<file path="src/rtl/isa_bus_pkg.sv">
// rtl/isa_bus_pkg.sv - shared types, pin constants and sizing helper for the ISA I/O cycle engine
package isa_bus_pkg;

  // Bus-cycle phases; one complete ISA I/O cycle walks SETUP..RESP once.
  typedef enum logic [2:0] {
    ST_IDLE     = 3'd0,
    ST_SETUP    = 3'd1,
    ST_STROBE   = 3'd2,
    ST_WAIT_RDY = 3'd3,
    ST_HOLD     = 3'd4,
    ST_RESP     = 3'd5
  } isa_state_e;

  // AEN high tells slot cards not to decode the address lines.
  localparam logic ISA_IDLE_AEN   = 1'b1;
  // IOR#/IOW# are active low, so the released level is 1.
  localparam logic ISA_STROBE_OFF = 1'b1;

  // Width of one shared down-counter able to hold the largest phase length.
  function automatic int isa_cnt_width(input int a, input int b, input int c, input int d);
    int m;
    m = a;
    if (b > m) m = b;
    if (c > m) m = c;
    if (d > m) m = d;
    return $clog2(m + 1);
  endfunction

endpackage

</file>
<file path="src/rtl/isa_cycle_timer.sv">
// rtl/isa_cycle_timer.sv - loadable saturating down-counter with done flag
module isa_cycle_timer #(
  parameter int W = 8
) (
  input  logic         clk_i,
  input  logic         rst_i,
  input  logic         load_i,
  input  logic [W-1:0] load_val_i,
  output logic         done_o
);

  logic [W-1:0] cnt_q;
  logic [W-1:0] cnt_d;

  // Load wins; otherwise count down and stick at zero.
  always_comb begin
    cnt_d = cnt_q;
    if (load_i) begin
      cnt_d = load_val_i;
    end else if (cnt_q != '0) begin
      cnt_d = cnt_q - 1'b1;
    end
  end

  // Counter register.
  always_ff @(posedge clk_i or posedge rst_i) begin
    if (rst_i) begin
      cnt_q <= '0;
    end else begin
      cnt_q <= cnt_d;
    end
  end

  assign done_o = (cnt_q == '0);

endmodule

</file>
<file path="src/rtl/isa_io_cycle_engine.sv">
// rtl/isa_io_cycle_engine.sv - request/response ISA I/O read/write cycle generator
module isa_io_cycle_engine
  import isa_bus_pkg::*;
#(
  parameter int DATA_W      = 16,
  parameter int ADDR_W      = 16,
  parameter int SETUP_CYC   = 1,
  parameter int STROBE_CYC  = 15,
  parameter int HOLD_CYC    = 1,
  parameter int TIMEOUT_CYC = 255
) (
  input  logic              sys_clock,
  input  logic              reset,
  input  logic              req_valid,
  output logic              req_ready,
  input  logic              req_write,
  input  logic              req_byte,
  input  logic [ADDR_W-1:0] req_addr,
  input  logic [DATA_W-1:0] req_wdata,
  output logic              rsp_valid,
  output logic [DATA_W-1:0] rsp_rdata,
  output logic              rsp_timeout,
  output logic [ADDR_W-1:0] isa_addr,
  output logic [DATA_W-1:0] isa_data_out,
  output logic              isa_data_oe,
  input  logic [DATA_W-1:0] isa_data_in,
  input  logic              isa_iochrdy,
  output logic              isa_ior_n,
  output logic              isa_iow_n,
  output logic              isa_aen
);

  localparam int CNT_W = isa_cnt_width(SETUP_CYC, STROBE_CYC, HOLD_CYC, TIMEOUT_CYC);
  localparam logic [DATA_W-1:0] BYTE_MASK = DATA_W'(8'hFF);

  isa_state_e        state_q, state_d;
  logic              init_q;
  logic [ADDR_W-1:0] addr_q;
  logic [DATA_W-1:0] wdata_q;
  logic              write_q;
  logic              byte_q;
  logic              tmo_q;
  logic [DATA_W-1:0] cap_q;
  logic [DATA_W-1:0] rsp_rdata_q;
  logic              rsp_timeout_q;

  logic              accept;
  logic              capture;
  logic              tmo_set;
  logic              tmr_load;
  logic [CNT_W-1:0]  tmr_val;
  logic              tmr_done;
  logic              byte_eff;
  logic              strobe_on;
  logic              bus_owned;

  // An 8-bit bus can only ever do byte transfers.
  assign byte_eff = (DATA_W == 8) ? 1'b1 : req_byte;

  isa_cycle_timer #(.W(CNT_W)) u_timer (
    .clk_i      (sys_clock),
    .rst_i      (reset),
    .load_i     (tmr_load),
    .load_val_i (tmr_val),
    .done_o     (tmr_done)
  );

  // Next-state logic; the timer is reloaded whenever the phase changes.
  always_comb begin
    state_d  = state_q;
    accept   = 1'b0;
    tmo_set  = 1'b0;
    tmr_load = 1'b0;
    tmr_val  = '0;
    case (state_q)
      ST_IDLE: begin
        if (init_q && req_valid) begin
          accept  = 1'b1;
          state_d = ST_SETUP;
        end
      end
      ST_SETUP: begin
        if (tmr_done) state_d = ST_STROBE;
      end
      ST_STROBE: begin
        if (tmr_done) state_d = isa_iochrdy ? ST_HOLD : ST_WAIT_RDY;
      end
      ST_WAIT_RDY: begin
        if (isa_iochrdy) begin
          state_d = ST_HOLD;
        end else if (tmr_done) begin
          state_d = ST_HOLD;
          tmo_set = 1'b1;
        end
      end
      ST_HOLD: begin
        if (tmr_done) state_d = ST_RESP;
      end
      ST_RESP: begin
        state_d = ST_IDLE;
      end
      default: state_d = ST_IDLE;
    endcase

    if (state_d != state_q) begin
      tmr_load = 1'b1;
      case (state_d)
        ST_SETUP:    tmr_val = CNT_W'(SETUP_CYC - 1);
        ST_STROBE:   tmr_val = CNT_W'(STROBE_CYC - 1);
        ST_WAIT_RDY: tmr_val = CNT_W'(TIMEOUT_CYC - 1);
        ST_HOLD:     tmr_val = CNT_W'(HOLD_CYC - 1);
        default:     tmr_val = '0;
      endcase
    end
  end

  // Read data is taken on the edge that ends the last strobe-low clock.
  assign capture = ((state_q == ST_STROBE) || (state_q == ST_WAIT_RDY)) && (state_d == ST_HOLD);

  // Phase register plus the post-reset ready qualifier.
  always_ff @(posedge sys_clock or posedge reset) begin
    if (reset) begin
      state_q <= ST_IDLE;
      init_q  <= 1'b0;
    end else begin
      state_q <= state_d;
      init_q  <= 1'b1;
    end
  end

  // Request capture, read-data capture and response registers.
  always_ff @(posedge sys_clock or posedge reset) begin
    if (reset) begin
      addr_q        <= '0;
      wdata_q       <= '0;
      write_q       <= 1'b0;
      byte_q        <= 1'b0;
      tmo_q         <= 1'b0;
      cap_q         <= '0;
      rsp_rdata_q   <= '0;
      rsp_timeout_q <= 1'b0;
    end else begin
      if (accept) begin
        addr_q  <= req_addr;
        wdata_q <= byte_eff ? (req_wdata & BYTE_MASK) : req_wdata;
        write_q <= req_write;
        byte_q  <= byte_eff;
        tmo_q   <= 1'b0;
      end
      if (tmo_set) tmo_q <= 1'b1;
      if (capture) cap_q <= byte_q ? (isa_data_in & BYTE_MASK) : isa_data_in;
      if ((state_q == ST_HOLD) && (state_d == ST_RESP)) begin
        rsp_rdata_q   <= write_q ? '0 : cap_q;
        rsp_timeout_q <= tmo_q;
      end
    end
  end

  // Pin decode straight from the phase register so reset releases the bus at once.
  always_comb begin
    strobe_on = (state_q == ST_STROBE) || (state_q == ST_WAIT_RDY);
    bus_owned = (state_q == ST_SETUP) || strobe_on || (state_q == ST_HOLD);
  end

  assign req_ready    = init_q && (state_q == ST_IDLE);
  assign rsp_valid    = (state_q == ST_RESP);
  assign rsp_rdata    = rsp_rdata_q;
  assign rsp_timeout  = rsp_timeout_q;
  assign isa_addr     = addr_q;
  assign isa_data_out = wdata_q;
  assign isa_data_oe  = write_q && bus_owned;
  assign isa_ior_n    = (strobe_on && !write_q) ? ~ISA_STROBE_OFF : ISA_STROBE_OFF;
  assign isa_iow_n    = (strobe_on &&  write_q) ? ~ISA_STROBE_OFF : ISA_STROBE_OFF;
  assign isa_aen      = bus_owned ? ~ISA_IDLE_AEN : ISA_IDLE_AEN;

endmodule

</file>
<file path="config.mk">
export PLATFORM = sky130hd
export DESIGN_NAME = isa_io_cycle_engine
export DESIGN_NICKNAME = d
export VERILOG_FILES = /design/src/rtl/isa_bus_pkg.sv /design/src/rtl/isa_cycle_timer.sv /design/src/rtl/isa_io_cycle_engine.sv
export SDC_FILE = /design/constraint.sdc
export NUM_CORES = 1
export LEC_CHECK = 0
export CORE_MARGIN = 8
export CORE_UTILIZATION = 42
export CTS_BUF_LIST = sky130_fd_sc_hd__clkbuf_4 sky130_fd_sc_hd__clkbuf_8
export DETAILED_ROUTE_END_ITERATION = 8
export GPL_TIMING_DRIVEN = 0
export PLACE_DENSITY = 0.83
export SLEW_MARGIN = 20
export SYNTH_ARGS = -nofsm -noshare
export SYNTH_HDL_FRONTEND = slang
export SYNTH_SLANG_ARGS = --single-unit
export TNS_END_PERCENT = 10
</file>
<file path="constraint.sdc">
create_clock -name sys_clock -period 2.3 [get_ports sys_clock]
set_clock_uncertainty 0.2 [all_clocks]
set_input_delay 0.23 -clock sys_clock [delete_from_list [all_inputs] [get_ports sys_clock]]
set_output_delay 0.23 -clock sys_clock [all_outputs]
set_load 0.02 [all_outputs]
</file>
==> results of run 1 <==
[metrics by stage]
stage | setup TNS [ps] | instance area [um^2] | instances | hold WS [ps] | total power, mW
after global placement | -6570 | 4780 | 484 | 261 | 5.39
after detailed placement | -11950 | 4820 | 486 | 278 | 5.54
after floorplan | 0 | 3580 | 272 | 178 | 4.22
final | -17.5 | 5150 | 511 | 88.0 | 6.74
after global routing | -1230 | 5150 | 511 | 131 | 7.15
after CTS | -53.2 | 5080 | 507 | 96.7 | 6.68
[sequential cells by signal (all words and copies together), names as in the netlist]
register and count:
tmo_q 1, isa_data_out 16, state_q 3, rsp_rdata 16, cap_q 16, byte_q 1, isa_addr 16, u_timer.cnt_q 8
rsp_timeout 1, write_q 1, init_q 1
[kinds of logic after synthesis]
logic type / after synthesis / synth area share, %
simple gates: 72 / 12.4
compound gates: 30 / 5.36
buf+inv: 20 / 2.84
other cells: 1 / 0.105
fa+ha+maj: 2 / 0.700
xor+xnor: 6 / 1.47
mux: 61 / 21.1
flops: 80 / 56.0
[Yosys cell counts (3+ instances only)]
| cell type | n | area share (%) |
|---|---|---|
| a21oi_1 | 3 | 0.42 |
| buf_2 | 3 | 0.42 |
| buf_6 | 3 | 0.95 |
| clkbuf_1 | 6 | 0.63 |
| dfrtp_1 | 80 | 56 |
| inv_1 | 7 | 0.74 |
| mux2_2 | 41 | 13 |
| mux2_4 | 18 | 7.6 |
| nand2_1 | 14 | 1.5 |
| nand2b_1 | 11 | 1.9 |
| nor2_1 | 6 | 0.63 |
| nor2b_1 | 24 | 4.2 |
| nor3_1 | 4 | 0.56 |
| o21ai_0 | 13 | 1.8 |
| xnor2_1 | 4 | 0.98 |
[critical path, delay by kind of cell, from the launching register on]
family,cells,cell delay [ps]
DFF,1,440
and+or+nand+nor,3,900
buffers and inverters,2,370
muxes,1,300
[power by group]
| group | internal, mW | leakage (nW) | total (mW) | switching [mW] |
|---|---|---|---|---|
| Combinational | 1.73 | 1.18 | 3.28 | 1.56 |
| Sequential | 2.00 | 1.01 | 2.41 | 0.413 |
| Clock | 0.511 | 0.104 | 1.04 | 0.533 |
| Total | 4.24 | 2.30 | 6.74 | 2.50 |
[repair_timing]
action	CTS	global route
resized for setup	14	11
hold buffers	0	0
setup buffers	5	4
pin swaps	3	3
cloned	1	0
endpoints found under the setup margin	62	46
[metal layers]
metal | up-vias | global-route usage, % | routed length, um
li1 | 1198 | - | -
met4 | 0 | 6.24 | 199
met1 | 1272 | 17.5 | 3490
met3 | 17 | 6.90 | 929
met5 | - | 0 | 0
met2 | 107 | 24.1 | 4140
[worst max-delay path by stage]
stage / start / to / slack, ps / cells after the start
final: u_timer.cnt_q[2] / rsp_rdata[1] / -10 / 6
after detailed placement: u_timer.cnt_q[0] / cap_q[8] / -420 / 7
after global routing: u_timer.cnt_q[2] / u_timer.cnt_q[1] / -90 / 5
after global placement: u_timer.cnt_q[0] / cap_q[6] / -260 / 7
after CTS: u_timer.cnt_q[1] / cap_q[9] / -10 / 8
after floorplan: u_timer.cnt_q[0] / cap_q[0] / 5 / 7
[cell type report]
| cell class | instances | share of cell area (%) |
|---|---|---|
| clock inverter | 7 | 1.46 |
| clock buffer | 9 | 2.40 |
| tap | 105 | 2.55 |
| sequential | 80 | 38.9 |
| inverter | 7 | 0.583 |
| multi-input combinational | 172 | 29.5 |
| buffer | 12 | 1.51 |
| timing repair buffer | 119 | 23.1 |
==> impl_metrics.csv, run 1 <==
group,metric,value,unit
layout,fillers,647,
logic_synthesis,seq_area_frac_synth,56.0,%
worst_setup_path,critPathKind,"reg -> reg",
logic_synthesis,yosys_register_bits,80,
sta,drv_slew,0,
layout,multi_input_comb_area,1520,um^2
floorplanning,ios,109,
worst_setup_path,required,2330,ps
sta,worstMarginPinSlew,568,ps
clock_network,cts_tree,"done",
worst_setup_path,critical_path.max_stage_delay,470,ps
placement,io_buffers,107,
drt,first_pass_iters,4,
worst_setup_path,crit_chain,"nor4_4, and2_1, buf_6, nand4_4, buf_8, mux2_4",
clock_network,cts_buffers,9,
layout,layout_commonest_cell,"clkdlybuf4s50_1",
sta,finalCritPeriodShare,100,%
layout,post-route-util,62.7,%
placement,place_ws,-418,ps
logic_synthesis,async_flop_share,100,%
drt,drc_errors,0,
floorplanning,dieWidth,108,um
logic_synthesis,yosys_warnings,0,
drt,drt_wl_total,8760,um
global_routing,overflow,0,
layout,layout_common_cells,"clkdlybuf4s50_1, dfrtp_1, mux2_2, nor2b_1, mux2_4",
sta,slew_headroom,62.0,%
sta,fmax,433,MHz
drt,drtAntennaViolNets,0,
worst_setup_path,end_kind,"register",
global_routing,grt_pass1_wl,14100,um
floorplanning,core,8220,um^2
floorplanning,fp.dieArea,11700,um^2
worst_setup_path,regToRegEndpoint,"rsp_rdata[1]",
sta,timing.final.ws_setup,-10.2,ps
clock_network,htree_levels,3,
layout,layout.nets,457,
logic_synthesis,synth_area,3570,um^2
logic_synthesis,ys_types,42,
global_routing,gr-usage-all-layers,15.2,%
sta,timing_hold_violations_final,0,
worst_setup_path,cp.arrival,2340,ps
sta,setup_viol,3,
clock_network,cts_buffer_depth,2,
drt,drt-initial-drc-count,94,
clock_network,clk_pin_slew_worst_paths,90,ps
run_status,outcome,"finished, violations left",
clock_network,clk_latency,350,ps
global_routing,grt_pass1_vias,2851,
logic_synthesis,synth_edf_count,0,
worst_setup_path,r2r_setup_slack,-10,ps
power,p_leak,2.30,nW
sta,fin_crit,2310,ps
worst_setup_path,crit_slowest_cell,"nor4_4",
logic_synthesis,yosys_most_used_dff,"dfrtp_1",
logic_synthesis,syn_inst,272,
worst_setup_path,worst_setup_path_start_kind,"register",
worst_setup_path,reg2reg_from,"u_timer.cnt_q[2]",
layout,drive_gt1_share,26.8,%
logic_synthesis,avgSynthCellArea,13.1,um^2
clock_network,root_buffer,"clkbuf_8",
logic_synthesis,syn-num-nets,328,
global_routing,antenna_found_initial,0,
worst_setup_path,r2r_cells,6,
sta,rsz0062_at_grt,"yes",
layout,diodes,0,
min_path,worstHoldPathType,"in -> async",
power,vdd_drop_max,0.000736,V
floorplanning,die_h,108,um
job,drv_cap,0,
placement,hpwl,6410,um
layout,area_growth,44.2,%
drt,dr_total_vias,2594,
layout,regArea,2000,um^2
global_routing,grt_max_degree,32,
worst_setup_path,path_max_fanout,10,
run_status,violations,"negative setup slack",
clock_network,clock-sinks,80,
placement,gp_congestion,0.811,
drt,wl_per_cell,17.1,um
drt,vias_per_cell,5.08,
power,p_per_area,1310,nW/um^2
floorplanning,num_rows,33,
floorplanning,initial_core_util,43.5,%
Note: power is estimated with default switching activity, not from simulation.
==> inputs of run 2 (changes only) <==
--- a/config.mk
+++ b/config.mk
@@ -6,11 +6,11 @@
 export NUM_CORES = 1
 export LEC_CHECK = 0
 export CORE_MARGIN = 8
-export CORE_UTILIZATION = 42
+export CORE_UTILIZATION = 44
 export CTS_BUF_LIST = sky130_fd_sc_hd__clkbuf_4 sky130_fd_sc_hd__clkbuf_8
 export DETAILED_ROUTE_END_ITERATION = 8
 export GPL_TIMING_DRIVEN = 0
-export PLACE_DENSITY = 0.83
+export PLACE_DENSITY = 0.86
 export SLEW_MARGIN = 20
 export SYNTH_ARGS = -nofsm -noshare
 export SYNTH_HDL_FRONTEND = slang
==> run 2 against run 1 <==
  * The flow now finishes without violations
  * First-iteration DRC count is 15% lower
  * Non-clock buffer count rose by 2
  * Sequential share of layout area decreased by 0.52 points
  * Routed wire length grew 1.8%
  * Die area is 3.9% lower
  * Clock power increased by 23%
  * Count of clock-buffer cells in the layout increased by 2
  * Final area rose by 1.4%
==> impl_metrics.csv, run 2 (synthesis results as in run 1) <==
group,metric,value,unit
worst_setup_path,r2r_setup_slack,2,ps
worst_setup_path,cp.arrival,2330,ps
clock_network,cts_tree,"done",
sta,holdWs,122,ps
sta,finalCritPeriodShare,99.9,%
power,p_per_area,1340,nW/um^2
clock_network,clk_pin_slew_worst_paths,80,ps
worst_setup_path,crit_slowest_cell,"dfrtp_1",
power,p_leak,2.33,nW
power,vdd_drop_max,0.000738,V
clock_network,root_buffer,"clkbuf_8",
global_routing,use_met2,24.8,%
global_routing,use_met3,6.59,%
global_routing,overflow,0,
floorplanning,core,8050,um^2
sta,fin_crit,2300,ps
sta,drv_slew,0,
placement,place_ws,-328,ps
sta,timing_hold_violations_final,0,
layout,drive_gt1_share,27.9,%
global_routing,grt_busiest_layer,"met2",
drt,drtAntennaViolNets,0,
worst_setup_path,r2r_cells,8,
floorplanning,ios,109,
floorplanning,initial_core_util,44.4,%
worst_setup_path,path_max_fanout,7,
sta,worstMarginPinSlew,758,ps
drt,vias_per_cell,5.10,
global_routing,grt_max_degree,30,
floorplanning,dieWidth,106,um
clock_network,clk_latency,350,ps
sta,rsz0062_at_grt,"yes",
clock_network,cts_buffers,9,
layout,layout.nets,459,
sta,timing.final.ws_setup,2.44,ps
job,drv_cap,0,
worst_setup_path,reg2reg_from,"u_timer.cnt_q[0]",
run_status,outcome,"finished, final reports clean",
placement,gp_congestion,0.817,
global_routing,grt_pass1_vias,2735,
drt,dr_total_vias,2616,
drt,drt-initial-drc-count,80,
layout,layout_common_cells,"clkdlybuf4s50_1, dfrtp_1, mux2_2, nor2b_1, mux2_4",
drt,first_pass_iters,4,
floorplanning,die_h,106,um
drt,wl_per_cell,17.4,um
placement,hpwl,6450,um
placement,io_buffers,107,
global_routing,gr-usage-all-layers,15.5,%
global_routing,antenna_found_initial,0,
global_routing,met1_usage,18.0,%
global_routing,grt_pass1_wl,14000,um
clock_network,clock-sinks,80,
worst_setup_path,critical_path.max_stage_delay,420,ps
floorplanning,fp.dieArea,11300,um^2
worst_setup_path,crit_chain,"inv_2, ha_4, nor3b_4, buf_4, a21oi_1, nor3_4, buf_6, mux2_2",
clock_network,htree_levels,3,
layout,area_growth,46.3,%
worst_setup_path,critPathKind,"reg -> reg",
drt,drt_wl_total,8910,um
worst_setup_path,worst_setup_path_start_kind,"register",
drt,drc_errors,0,
worst_setup_path,required,2330,ps
sta,slew_headroom,48.1,%
sta,fmax,435,MHz
sta,setup_viol,0,
layout,multi_input_comb_area,1530,um^2
layout,fillers,589,
layout,layout_commonest_cell,"clkdlybuf4s50_1",
floorplanning,num_rows,33,
clock_network,cts_buffer_depth,2,
min_path,worstHoldPathType,"in -> async",
worst_setup_path,regToRegEndpoint,"cap_q[14]",
worst_setup_path,end_kind,"register",
layout,diodes,0,
layout,regArea,2000,um^2
-- run 2: how the worst max path moves through the flow --
stage | from | endpoint | cells past startpoint
floorplan | u_timer.cnt_q[0] | cap_q[0] | 7
global placement | u_timer.cnt_q[0] | cap_q[5] | 7
detailed placement | u_timer.cnt_q[0] | cap_q[3] | 7
CTS | u_timer.cnt_q[0] | rsp_rdata[4] | 8
global route | u_timer.cnt_q[0] | cap_q[14] | 8
finish | u_timer.cnt_q[0] | cap_q[14] | 8
-- run 2: critical path: cells and delay by family, from the launching register on --
kind / cells / cell delay (ps)
simple gates: 2 / 520
mux: 1 / 340
fa+ha+maj: 1 / 140
compound gates: 1 / 110
flops: 1 / 420
buf+inv: 3 / 460
-- run 2: metal layers --
layer | vias up | part of all wire, %
li1 | 1203 | -
met1 | 1306 | 40
met2 | 91 | 50
met3 | 16 | 8.0
met4 | 0 | 1.9
met5 | - | 0
-- run 2: area by class of cell --
| class | count | area share [%] |
|---|---|---|
| Timing Repair Buffer | 121 | 23.1 |
| Sequential cell | 80 | 38.4 |
| Tap cell | 105 | 2.51 |
| Clock inverter | 5 | 1.99 |
| Clock buffer | 11 | 2.78 |
| Buffer | 12 | 1.51 |
| Inverter | 7 | 0.575 |
| Multi-Input combinational cell | 172 | 29.2 |
-- run 2: timing repair --
| action | in CTS | in global routing |
|---|---|---|
| pin swaps | 2 | 2 |
| buffers inserted | 2 | 9 |
| setup endpoints to repair | 68 | 50 |
| resized for setup | 13 | 16 |
| cloned | 0 | 1 |
| hold buffers | 0 | 0 |
-- run 2: power breakdown --
group	total, mW	internal (mW)	switching [mW]
Clock	1.28	0.764	0.514
Combinational	3.30	1.74	1.56
Sequential	2.42	2.00	0.414
Total	7.00	4.51	2.49
-- run 2: through the flow --
| step | area, um^2 | power [mW] | TNS (ps) | util, % | instances |
|---|---|---|---|---|---|
| global route | 5230 | 7.38 | -730 | 64.9 | 513 |
| global placement | 4780 | 5.39 | -7310 | 59.3 | 484 |
| finish | 5230 | 7.00 | 0 | 64.9 | 513 |
| CTS | 5100 | 6.86 | -1510 | 63.3 | 503 |
| floorplan | 3580 | 4.22 | 0 | - | 272 |
| detailed placement | 4820 | 5.54 | -10960 | 59.8 | 486 |
